==> src/rtl/irq_controller_pkg.sv <==
// Shared definitions for the vectored interrupt controller.
//   - register offsets on the 8-bit IO bus
//   - FSM state encodings
//   - id/vector widths and the latched request payload
package irq_controller_pkg;

   localparam int unsigned IRQ_ID_W = 3;
   localparam int unsigned REG_W    = 8;
   localparam int unsigned VEC_W    = 16;
   localparam int unsigned ADDR_W   = 2;

   typedef enum logic [ADDR_W-1:0] {
      REG_ENABLE    = 2'd0,
      REG_PENDING   = 2'd1,
      REG_MODE      = 2'd2,
      REG_INSERVICE = 2'd3
   } reg_addr_e;

   typedef enum logic {
      ST_IDLE = 1'b0,
      ST_REQ  = 1'b1
   } state_e;

   // Request presented to the control unit, held stable while irq_req=1.
   typedef struct packed {
      logic [IRQ_ID_W-1:0] id;
      logic [VEC_W-1:0]    vector;
   } irq_req_t;

endpackage

==> src/rtl/irq_controller_if.sv <==
// CPU-facing bus of the interrupt controller.
//   Register port : reg_addr, reg_wdata, reg_we (CPU drives), reg_rdata (controller drives)
//   Request port  : global_ie, irq_ack, irq_reti (CPU drives),
//                   irq_req, irq_id, irq_vector (controller drives)
interface irq_controller_if;
   import irq_controller_pkg::*;

   logic [ADDR_W-1:0]   reg_addr;
   logic [REG_W-1:0]    reg_wdata;
   logic                reg_we;
   logic [REG_W-1:0]    reg_rdata;
   logic                global_ie;
   logic                irq_req;
   logic [IRQ_ID_W-1:0] irq_id;
   logic [VEC_W-1:0]    irq_vector;
   logic                irq_ack;
   logic                irq_reti;

   modport master (
      output reg_addr, reg_wdata, reg_we, global_ie, irq_ack, irq_reti,
      input  reg_rdata, irq_req, irq_id, irq_vector
   );

   modport slave (
      input  reg_addr, reg_wdata, reg_we, global_ie, irq_ack, irq_reti,
      output reg_rdata, irq_req, irq_id, irq_vector
   );

endinterface

==> src/rtl/irq_prio_enc.sv <==
// Lowest-index-first priority encoder.
//   req : request vector, bit 0 has highest priority
//   any : at least one request bit set
//   idx : index of the lowest set bit (0 when none set)
module irq_prio_enc #(
   parameter int unsigned N     = 8,
   parameter int unsigned OUT_W = 3
) (
   input  logic [N-1:0]     req,
   output logic             any,
   output logic [OUT_W-1:0] idx
);

   assign any = |req;

   // Scan high to low so the lowest set index is written last.
   always_comb begin
      idx = '0;
      for (int i = int'(N) - 1; i >= 0; i--) begin
         if (req[i]) idx = OUT_W'(i);
      end
   end

endmodule

==> src/rtl/irq_controller.sv <==
// Vectored interrupt controller: NUM_IRQ channels with enable, edge/level mode,
// pending register, fixed priority (channel 0 highest) and in-service nesting.
//   clk, reset : clock, synchronous active-high reset
//   irq_in     : raw interrupt lines (same clock domain)
//   irq_clr    : one-cycle acknowledge pulse back to the source
//   bus        : register access and CPU request/ack/reti handshake
module irq_controller
   import irq_controller_pkg::*;
#(
   parameter int unsigned      NUM_IRQ      = 8,
   parameter logic [VEC_W-1:0] VECTOR_BASE  = 16'h0008,
   parameter int unsigned      VECTOR_SHIFT = 1
) (
   input  logic               clk,
   input  logic               reset,
   input  logic [NUM_IRQ-1:0] irq_in,
   output logic [NUM_IRQ-1:0] irq_clr,
   irq_controller_if.slave    bus
);

   state_e               state_q, state_d;
   logic [NUM_IRQ-1:0]   enable_q, enable_d;
   logic [NUM_IRQ-1:0]   mode_q, mode_d;
   logic [NUM_IRQ-1:0]   pend_edge_q, pend_edge_d;
   logic [NUM_IRQ-1:0]   inservice_q, inservice_d;
   logic [NUM_IRQ-1:0]   prev_q, prev_d;
   logic [NUM_IRQ-1:0]   irq_clr_q, irq_clr_d;
   logic                 irq_req_q, irq_req_d;
   irq_req_t             cur_q, cur_d;

   logic [NUM_IRQ-1:0]   rise, pend_eff, prio_mask, elig, w1c;
   logic [NUM_IRQ-1:0]   ack_mask, reti_mask;
   logic [REG_W-1:0]     elig_ext;
   logic                 win_any, is_any, ack_ev;
   logic [IRQ_ID_W-1:0]  win_idx, is_idx;

   // Edge channels use the latched bit; level channels follow the live line.
   assign rise     = irq_in & ~prev_q & mode_q;
   assign pend_eff = (mode_q & pend_edge_q) | (~mode_q & irq_in);

   irq_prio_enc #(.N(NUM_IRQ), .OUT_W(IRQ_ID_W)) u_is_enc (
      .req (inservice_q),
      .any (is_any),
      .idx (is_idx)
   );

   // Only channels strictly above the highest in-service level may nest.
   always_comb begin
      prio_mask = '0;
      for (int unsigned i = 0; i < NUM_IRQ; i++) begin
         prio_mask[i] = !is_any || (IRQ_ID_W'(i) < is_idx);
      end
   end

   assign elig     = pend_eff & enable_q & prio_mask;
   assign elig_ext = REG_W'(elig);

   irq_prio_enc #(.N(NUM_IRQ), .OUT_W(IRQ_ID_W)) u_win_enc (
      .req (elig),
      .any (win_any),
      .idx (win_idx)
   );

   assign ack_mask  = NUM_IRQ'(1) << cur_q.id;
   assign reti_mask = NUM_IRQ'(1) << is_idx;

   // State and register file.
   always_ff @(posedge clk) begin
      if (reset) begin
         state_q     <= ST_IDLE;
         enable_q    <= '0;
         mode_q      <= '0;
         pend_edge_q <= '0;
         inservice_q <= '0;
         prev_q      <= '0;
         irq_clr_q   <= '0;
         irq_req_q   <= 1'b0;
         cur_q       <= '{id: '0, vector: VECTOR_BASE};
      end else begin
         state_q     <= state_d;
         enable_q    <= enable_d;
         mode_q      <= mode_d;
         pend_edge_q <= pend_edge_d;
         inservice_q <= inservice_d;
         prev_q      <= prev_d;
         irq_clr_q   <= irq_clr_d;
         irq_req_q   <= irq_req_d;
         cur_q       <= cur_d;
      end
   end

   // Next-state: request FSM, register writes, pending and in-service update.
   always_comb begin
      state_d     = state_q;
      enable_d    = enable_q;
      mode_d      = mode_q;
      inservice_d = inservice_q;
      prev_d      = irq_in;
      irq_clr_d   = '0;
      irq_req_d   = irq_req_q;
      cur_d       = cur_q;
      w1c         = '0;
      ack_ev      = 1'b0;

      case (state_q)
         ST_IDLE: begin
            if (bus.global_ie && win_any) begin
               irq_req_d    = 1'b1;
               cur_d.id     = win_idx;
               cur_d.vector = VECTOR_BASE + VEC_W'(VEC_W'(win_idx) << VECTOR_SHIFT);
               state_d      = ST_REQ;
            end
         end
         ST_REQ: begin
            // Ack takes precedence over any withdraw condition.
            if (bus.irq_ack) begin
               ack_ev    = 1'b1;
               irq_clr_d = ack_mask;
               irq_req_d = 1'b0;
               state_d   = ST_IDLE;
            end else if (!bus.global_ie || !elig_ext[cur_q.id]) begin
               irq_req_d = 1'b0;
               state_d   = ST_IDLE;
            end
         end
         default: state_d = ST_IDLE;
      endcase

      if (bus.reg_we) begin
         case (reg_addr_e'(bus.reg_addr))
            REG_ENABLE:  enable_d = bus.reg_wdata[NUM_IRQ-1:0];
            REG_PENDING: w1c      = bus.reg_wdata[NUM_IRQ-1:0];
            REG_MODE:    mode_d   = bus.reg_wdata[NUM_IRQ-1:0];
            default:     ;
         endcase
      end

      // A new edge wins over W1C/ack clears; level channels hold no latched state.
      pend_edge_d = ((pend_edge_q & ~w1c & ~(ack_ev ? ack_mask : '0)) | rise) & mode_d;

      // Reti clears first, then ack sets.
      if (bus.irq_reti && is_any) inservice_d = inservice_d & ~reti_mask;
      if (ack_ev)                 inservice_d = inservice_d | ack_mask;
   end

   // Combinational register read; bits above NUM_IRQ read as zero.
   always_comb begin
      bus.reg_rdata = '0;
      case (reg_addr_e'(bus.reg_addr))
         REG_ENABLE:    bus.reg_rdata = REG_W'(enable_q);
         REG_PENDING:   bus.reg_rdata = REG_W'(pend_eff);
         REG_MODE:      bus.reg_rdata = REG_W'(mode_q);
         REG_INSERVICE: bus.reg_rdata = REG_W'(inservice_q);
         default:       bus.reg_rdata = '0;
      endcase
   end

   assign bus.irq_req    = irq_req_q;
   assign bus.irq_id     = cur_q.id;
   assign bus.irq_vector = cur_q.vector;
   assign irq_clr        = irq_clr_q;

endmodule

==> src/flat_wrapper.sv <==
// flat-port wrapper written by rule: the top's interface ports become plain ports
module irq_controller_flat import irq_controller_pkg::*;
#(
   parameter int unsigned      NUM_IRQ      = 8,
   parameter logic [VEC_W-1:0] VECTOR_BASE  = 16'h0008,
   parameter int unsigned      VECTOR_SHIFT = 1
)
  (clk, reset, irq_in, irq_clr, bus_reg_addr, bus_reg_wdata, bus_reg_we, bus_global_ie, bus_irq_ack, bus_irq_reti, bus_reg_rdata, bus_irq_req, bus_irq_id, bus_irq_vector);
  irq_controller_if bus_i ();
  input  logic clk;
  input  logic reset;
  input  logic [NUM_IRQ-1:0] irq_in;
  output logic [NUM_IRQ-1:0] irq_clr;
  input wire logic [$bits(bus_i.reg_addr)-1:0] bus_reg_addr;
  input wire logic [$bits(bus_i.reg_wdata)-1:0] bus_reg_wdata;
  input wire logic [$bits(bus_i.reg_we)-1:0] bus_reg_we;
  input wire logic [$bits(bus_i.global_ie)-1:0] bus_global_ie;
  input wire logic [$bits(bus_i.irq_ack)-1:0] bus_irq_ack;
  input wire logic [$bits(bus_i.irq_reti)-1:0] bus_irq_reti;
  output wire logic [$bits(bus_i.reg_rdata)-1:0] bus_reg_rdata;
  output wire logic [$bits(bus_i.irq_req)-1:0] bus_irq_req;
  output wire logic [$bits(bus_i.irq_id)-1:0] bus_irq_id;
  output wire logic [$bits(bus_i.irq_vector)-1:0] bus_irq_vector;
  assign bus_i.reg_addr = bus_reg_addr;
  assign bus_i.reg_wdata = bus_reg_wdata;
  assign bus_i.reg_we = bus_reg_we;
  assign bus_i.global_ie = bus_global_ie;
  assign bus_i.irq_ack = bus_irq_ack;
  assign bus_i.irq_reti = bus_irq_reti;
  assign bus_reg_rdata = bus_i.reg_rdata;
  assign bus_irq_req = bus_i.irq_req;
  assign bus_irq_id = bus_i.irq_id;
  assign bus_irq_vector = bus_i.irq_vector;
  irq_controller #(.NUM_IRQ(NUM_IRQ), .VECTOR_BASE(VECTOR_BASE), .VECTOR_SHIFT(VECTOR_SHIFT)) u_core (.clk(clk), .reset(reset), .irq_in(irq_in), .irq_clr(irq_clr), .bus(bus_i));
endmodule
==> config.mk <==
export PLATFORM = sky130hd
export DESIGN_NAME = irq_controller_flat
export DESIGN_NICKNAME = d
export VERILOG_FILES = /design/src/rtl/irq_controller_pkg.sv /design/src/rtl/irq_controller_if.sv /design/src/rtl/irq_prio_enc.sv /design/src/rtl/irq_controller.sv /design/src/flat_wrapper.sv
export SDC_FILE = /design/constraint.sdc
export NUM_CORES = 1
export LEC_CHECK = 0
export CELL_PAD_IN_SITES_DETAIL_PLACEMENT = 1
export CELL_PAD_IN_SITES_GLOBAL_PLACEMENT = 1
export CORE_MARGIN = 8
export CORE_UTILIZATION = 34
export CTS_CLUSTER_SIZE = 16
export DETAILED_ROUTE_END_ITERATION = 12
export PLACE_DENSITY_LB_ADDON = 0.08
export SYNTH_ARGS = -nofsm -noshare
export SYNTH_HDL_FRONTEND = slang
export SYNTH_SLANG_ARGS = --single-unit
==> constraint.sdc <==
create_clock -name clk -period 1.6 [get_ports clk]
set_input_delay 0.32 -clock clk [delete_from_list [all_inputs] [get_ports clk]]
set_output_delay 0.32 -clock clk [all_outputs]
set_load 0.1 [all_outputs]
==> results.sh, run 1 <==
export IMPL_area_delta_synth_final_pct=59.7
export IMPL_ctsHoldBuffers=0
export IMPL_synth_cell_types=57
export IMPL_reg2reg_to="u_core.bus.irq_vector[3]$_SDFFE_PP1P_"
export IMPL_globalplace_congestion=0.798
export IMPL_place_area_um2=3980
export IMPL_setup_ws_ns=-0.403
export IMPL_async_flop_share_pct=0
export IMPL_synth_cell_area_um2=2650
export IMPL_die_w_um=104
export IMPL_synth_edff_count=0
export IMPL_initial_core_util_pct=34.7
export IMPL_critPathMaxFanout=2
export IMPL_cts_tree="done"
export IMPL_reg2reg_depth=6
export IMPL_rsz0062_at_grt="true"
export IMPL_r2r_start="u_core.mode_q[0]$_SDFF_PP0_"
export IMPL_critPathRequiredTime_ns=1.28
export IMPL_cts_made_buffers=5
export IMPL_startpoint_type="flip-flop"
export IMPL_crit_path_cell_trace="mux2_4, mux4_2, buf_12"
export IMPL_powerDensity_nw_per_um2=693
export IMPL_fmax_mhz=499
export IMPL_io_buffers=47
export IMPL_dr_pass1_iters=4
export IMPL_cp_arrival_ns=1.68
export IMPL_die_h_um=104
export IMPL_num_vias=2572
export IMPL_yosysSeqAreaShare_pct=40.8
export IMPL_nets=422
export IMPL_wl_per_cell_um=17.7
export IMPL_final_cell_mix="buf_4 (77), dfxtp_1 (40), nor2_1 (32)"
export IMPL_violations="negative setup slack"
export IMPL_netlist_instances=277
export IMPL_r2r_slack_ns=-0.35
export IMPL_finalCritPeriodShare_pct=125
export IMPL_final_common_cell="buf_4"
export IMPL_critical_path_top_delay_family="multiplexers"
export IMPL_ios=60
export IMPL_grt_ovfl_total=0
export IMPL_wl_um=8870
export IMPL_htreeDepth=2
export IMPL_synthFlopType="dfxtp_1"
export IMPL_cp_depth=3
export IMPL_worstSetupStartpoint="u_core.mode_q[4]$_SDFF_PP0_"
export IMPL_antenna_found_initial=0
export IMPL_antenna_left=0
export IMPL_clock_sinks=54
export IMPL_ys_ff_latch=54
export IMPL_place_hpwl_um=6850
export IMPL_slowest_delay_ns=0.52
export IMPL_grt_pass1_wl_um=14600
export IMPL_crit_slowest_cell="mux4_2"
export IMPL_syn_mean_instance_area_um2=9.57
export IMPL_grt_pass1_vias=2851
export IMPL_yosys_warnings=0
export IMPL_cp_end_kind="output pin"
export IMPL_setup_viol=14
export IMPL_final_core_util_pct=55.4
export IMPL_skew_ns=0.0103
export IMPL_cap_violations=0
export IMPL_row_count=32
export IMPL_path_clk_slew_ns=0.10
export IMPL_hold_viol=0
export IMPL_drv_slew=0
export IMPL_p_total_mw=2.93
export IMPL_design_die_area_um2=10900
export IMPL_core_area_um2=7650
export IMPL_drcViolationCount=0
export IMPL_status="finished with violations"
export IMPL_drtIter0Drc=67
export IMPL_period_minus_slack_ns=2.00
export IMPL_drive_gt1_share_pct=42.2
export IMPL_stdcell_area_um2=4230
export IMPL_clk_path_buf_depth=2
export IMPL_critical_path_endpoint="bus_reg_rdata[4]"
export IMPL_crit_buf_inv=1
export IMPL_antennaDiodeCount=0
export IMPL_grt_start_max_net_pins=21
export IMPL_vias_per_cell=5.14
export IMPL_holdCritPathClass="in -> reg"
export IMPL_vdd_drop_max_mv=0.311
export IMPL_leakagePower_nw=1.81
export IMPL_clk_latency_ns=0.31
export IMPL_clockRootBuffer="clkbuf_8"
export IMPL_track_usage_pct=16.4
export IMPL_path_class="reg -> out"
-- worst min path at each step --
stage,from,endpoint,slack (ns),cells after the start
floorplan,irq_in[0],u_core.prev_q[0]$_SDFF_PP0_,0.45,1
global placement,u_core.prev_q[1]$_SDFF_PP0_,u_core.pend_edge_q[1]$_SDFF_PP0_,0.49,2
detailed placement,u_core.pend_edge_q[1]$_SDFF_PP0_,u_core.pend_edge_q[1]$_SDFF_PP0_,0.50,2
CTS,irq_in[6],u_core.prev_q[6]$_SDFF_PP0_,0.40,2
global route,irq_in[3],u_core.prev_q[3]$_SDFF_PP0_,0.41,2
finish,irq_in[1],u_core.prev_q[1]$_SDFF_PP0_,0.40,2
-- routing by layer --
metal | part of all wire, % | track usage [%] | up-vias | routed length (µm)
li1 | - | - | 1226 | -
met4 | 1.6 | 5.79 | 0 | 142
met2 | 52 | 29.4 | 57 | 4640
met5 | 0 | 0 | - | 0
met3 | 3.5 | 3.16 | 11 | 309
met1 | 43 | 18.8 | 1278 | 3780
-- what timing repair did --
| action | in CTS | in global routing |
|---|---|---|
| buffers inserted | 14 | 3 |
| cloned | 1 | 0 |
| setup endpoints to repair | 14 | 19 |
| resized for setup | 15 | 11 |
| pin swaps | 6 | 7 |
-- through the flow --
stage / worst slack [ns] / TNS [ns] / hold slack, ns / std cells
after global routing: -0.427 / -5.39 / 0.411 / 500
after CTS: -0.407 / -4.29 / 0.403 / 499
after detailed placement: -0.626 / -12.54 / 0.497 / 479
after global placement: -0.590 / -11.56 / 0.486 / 479
after floorplan: -0.169 / -0.982 / 0.448 / 288
final: -0.403 / -4.42 / 0.401 / 500
-- where the power goes --
group / leakage (nW) / total, mW / internal, mW / switching, mW
sequential: 0.446 / 1.40 / 1.38 / 0.0276
combinational: 1.33 / 0.786 / 0.315 / 0.471
clock: 0.0383 / 0.741 / 0.303 / 0.438
-- area by class of cell --
cell class / count / area, µm²
clock buffer: 7 / 76.3
fill: 852 / 3410
inverter: 11 / 41.3
multi-input combinational: 196 / 1490
sequential: 54 / 1100
tap: 102 / 128
timing repair buffer: 130 / 1390
-- sequential cells by signal (all words and copies together), names as in the netlist --
name / flops
u_core.bus.irq_id: 3
u_core.bus.irq_req: 1
u_core.bus.irq_vector: 1
u_core.enable_q: 8
u_core.inservice_q: 8
u_core.irq_clr: 8
u_core.mode_q: 8
u_core.pend_edge_q: 8
u_core.prev_q: 8
u_core.state_q: 1
-- synthesized netlist by cell type, drive strengths merged (6+ instances only) --
cell type	n	area [µm²]
buf	17	121
clkbuf	10	37.5
mux2i	17	170
dfxtp	54	1080
o21ai	6	33.8
nor2	34	128
nor3	12	60.1
mux2	8	90.1
a32oi	8	70.1
mux4	8	180
inv	11	41.3
nand2	16	60.1
nand3	7	35.0
nor2b	9	56.3
-- kinds of logic after synthesis --
family,Yosys count,synth area share (%)
AOI/OAI and AO/OA,49,14.9
and+or+nand+nor,102,20.0
buffers and inverters,38,7.55
muxes,33,16.6
DFF,54,40.8
other,1,0.141
(Power assumes the default switching activity.)
==> run 2, diff against run 1 <==
Settings changed: CORE_UTILIZATION 34 to 43, DONT_BUFFER_PORTS set to 1, TNS_END_PERCENT set to 5.
==> run 2 against run 1 <==
  * The flow still finishes with violations (negative setup slack)
  * Power is 1.0% higher
  * Utilization up 2.3 points
  * Maximum frequency rose by 0.35%
  * Critical endpoint unchanged
  * Clock power is 31% higher
  * Largest cell class unchanged
  * Count of clock-buffer cells in the layout fell by 2
  * Final cell count decreased by 18%
  * First-iteration DRC count rose by 6.0%
==> results.sh, run 2 (synthesized netlist as in run 1, its figures left out) <==
export IMPL_status="finished with violations"
export IMPL_violations="negative setup slack"
export IMPL_num_vias=2319
export IMPL_wl_per_cell_um=19.7
export IMPL_stdcell_area_um2=3430
export IMPL_clockRootBuffer="clkbuf_8"
export IMPL_cts_tree="done"
export IMPL_finalCritPeriodShare_pct=125
export IMPL_tns_ns=-4.27
export IMPL_htreeDepth=2
export IMPL_clk_path_buf_depth=2
export IMPL_place_area_um2=3210
export IMPL_crit_slowest_cell="mux4_2"
export IMPL_antenna_found_initial=0
export IMPL_die_h_um=94.5
export IMPL_cap_violations=0
export IMPL_io_buffers=0
export IMPL_final_core_util_pct=57.6
export IMPL_ios=60
export IMPL_startpoint_type="flip-flop"
export IMPL_dr_pass1_iters=4
export IMPL_setup_ws_ns=-0.396
export IMPL_drv_slew=0
export IMPL_critPathRequiredTime_ns=1.28
export IMPL_clk_latency_ns=0.32
export IMPL_slowest_delay_ns=0.50
export IMPL_antenna_left=0
export IMPL_cp_arrival_ns=1.68
export IMPL_grt_ovfl_total=0
export IMPL_setup_viol=14
export IMPL_tightest_slew_ns=0.547
export IMPL_clock_sinks=54
export IMPL_grt_start_max_net_pins=43
export IMPL_grt_pass1_vias=2538
export IMPL_ctsHoldBuffers=0
export IMPL_r2r_slack_ns=-0.28
export IMPL_drcViolationCount=0
export IMPL_nets=360
export IMPL_drive_gt1_share_pct=36.5
export IMPL_powerDensity_nw_per_um2=863
export IMPL_path_clk_slew_ns=0.11
export IMPL_row_count=28
export IMPL_vias_per_cell=5.63
export IMPL_m1WireLength_um=3500
export IMPL_maxSlewHeadroom_pct=63.8
export IMPL_track_usage_pct=18.6
export IMPL_die_w_um=94.5
export IMPL_wl_um=8100
export IMPL_drtIter0Drc=71
export IMPL_skew_ns=0.00803
export IMPL_period_minus_slack_ns=2.00
export IMPL_area_delta_synth_final_pct=29.5
export IMPL_grt_pass1_wl_um=13100
export IMPL_rsz0062_at_grt="true"
export IMPL_leakagePower_nw=1.46
export IMPL_hold_viol=0
export IMPL_final_common_cell="buf_4"
export IMPL_antennaDiodeCount=0
export IMPL_fillers=676
export IMPL_cp_end_kind="output pin"
export IMPL_holdCritPathClass="in -> reg"
export IMPL_path_class="reg -> out"
export IMPL_final_cell_mix="buf_4 (59), dfxtp_1 (41), nor2_1 (32)"
export IMPL_design_die_area_um2=8930
export IMPL_initial_core_util_pct=44.5
export IMPL_holdWs_ns=0.0603
export IMPL_cts_made_buffers=5
export IMPL_crit_path_cell_trace="mux2_4, mux4_2, buf_12"
export IMPL_core_area_um2=5960
export IMPL_met3_length_um=485
export IMPL_critPathMaxFanout=2
export IMPL_globalplace_congestion=0.828
export IMPL_highest_layer="met4"
export IMPL_wl_met2_um=4010
export IMPL_place_hpwl_um=6160
export IMPL_fmax_mhz=501
export IMPL_vdd_drop_max_mv=0.594
==> run 2: what timing repair did <==
item	4_1_cts	5_1_grt
resized for setup	24	2
buffers inserted	5	0
pin swaps	2	1
hold endpoints to repair	0	0
gates cloned	0	0
endpoints found under the setup margin	17	15
==> run 2: where the power goes <==
group          internal [mW]  switching, mW  total (mW)
logic                  0.192          0.399       0.592
clock network          0.477          0.492       0.970
registers               1.38         0.0231        1.40
total                   2.05          0.915        2.96
==> run 2: final timing paths <==
path,start,to,cells after the start
hold reg to reg,u_core.bus.irq_req$_SDFFE_PP0P_,u_core.bus.irq_req$_SDFFE_PP0P_,1
setup reg to reg,u_core.mode_q[2]$_SDFF_PP0_,u_core.bus.irq_vector[3]$_SDFFE_PP1P_,5
setup / recovery,u_core.mode_q[4]$_SDFF_PP0_,bus_reg_rdata[4],3
hold / removal,reset,u_core.mode_q[5]$_SDFF_PP0_,1
==> run 2: final cells by class <==
| type | instances | area, µm² | share of cell area, % |
|---|---|---|---|
| multi-input cells | 196 | 1470 | 42.7 |
| flip-flops and latches | 54 | 1100 | 32.0 |
| repair buffers | 68 | 614 | 17.9 |
| well taps | 75 | 93.8 | 2.73 |
| clock buffers | 5 | 68.8 | 2.00 |
| clock inverters | 3 | 48.8 | 1.42 |
| inverters | 11 | 41.3 | 1.20 |
==> run 2: worst max-delay path: cells and delay by family (launching register included) <==
kind	cells	cell delay, ns
multiplexers	2	0.81
buffers and inverters	1	0.19
flip-flops	1	0.36
==> run 2: metrics by stage <==
stage | setup slack [ns] | total power, mW | instances
after floorplan | -0.192 | 1.90 | 288
after global placement | -0.277 | 1.98 | 399
after detailed placement | -0.343 | 1.99 | 399
after CTS | -0.399 | 2.98 | 412
after global routing | -0.435 | 3.06 | 412
final | -0.396 | 2.96 | 412
==> run 2: layer usage <==
| layer | track usage [%] | vias to the layer above |
|---|---|---|
| li1 | - | 1102 |
| met1 | 22.1 | 1156 |
| met2 | 32.1 | 51 |
| met3 | 5.32 | 10 |
| met4 | 5.07 | 0 |
| met5 | 0 | - |
==> run 3, diff against run 2 <==
Settings changed: CTS_CLUSTER_SIZE 16 to 24.
==> results of run 3 <==
Same layout as run 2: the final DEF is identical, and so are final timing and power.
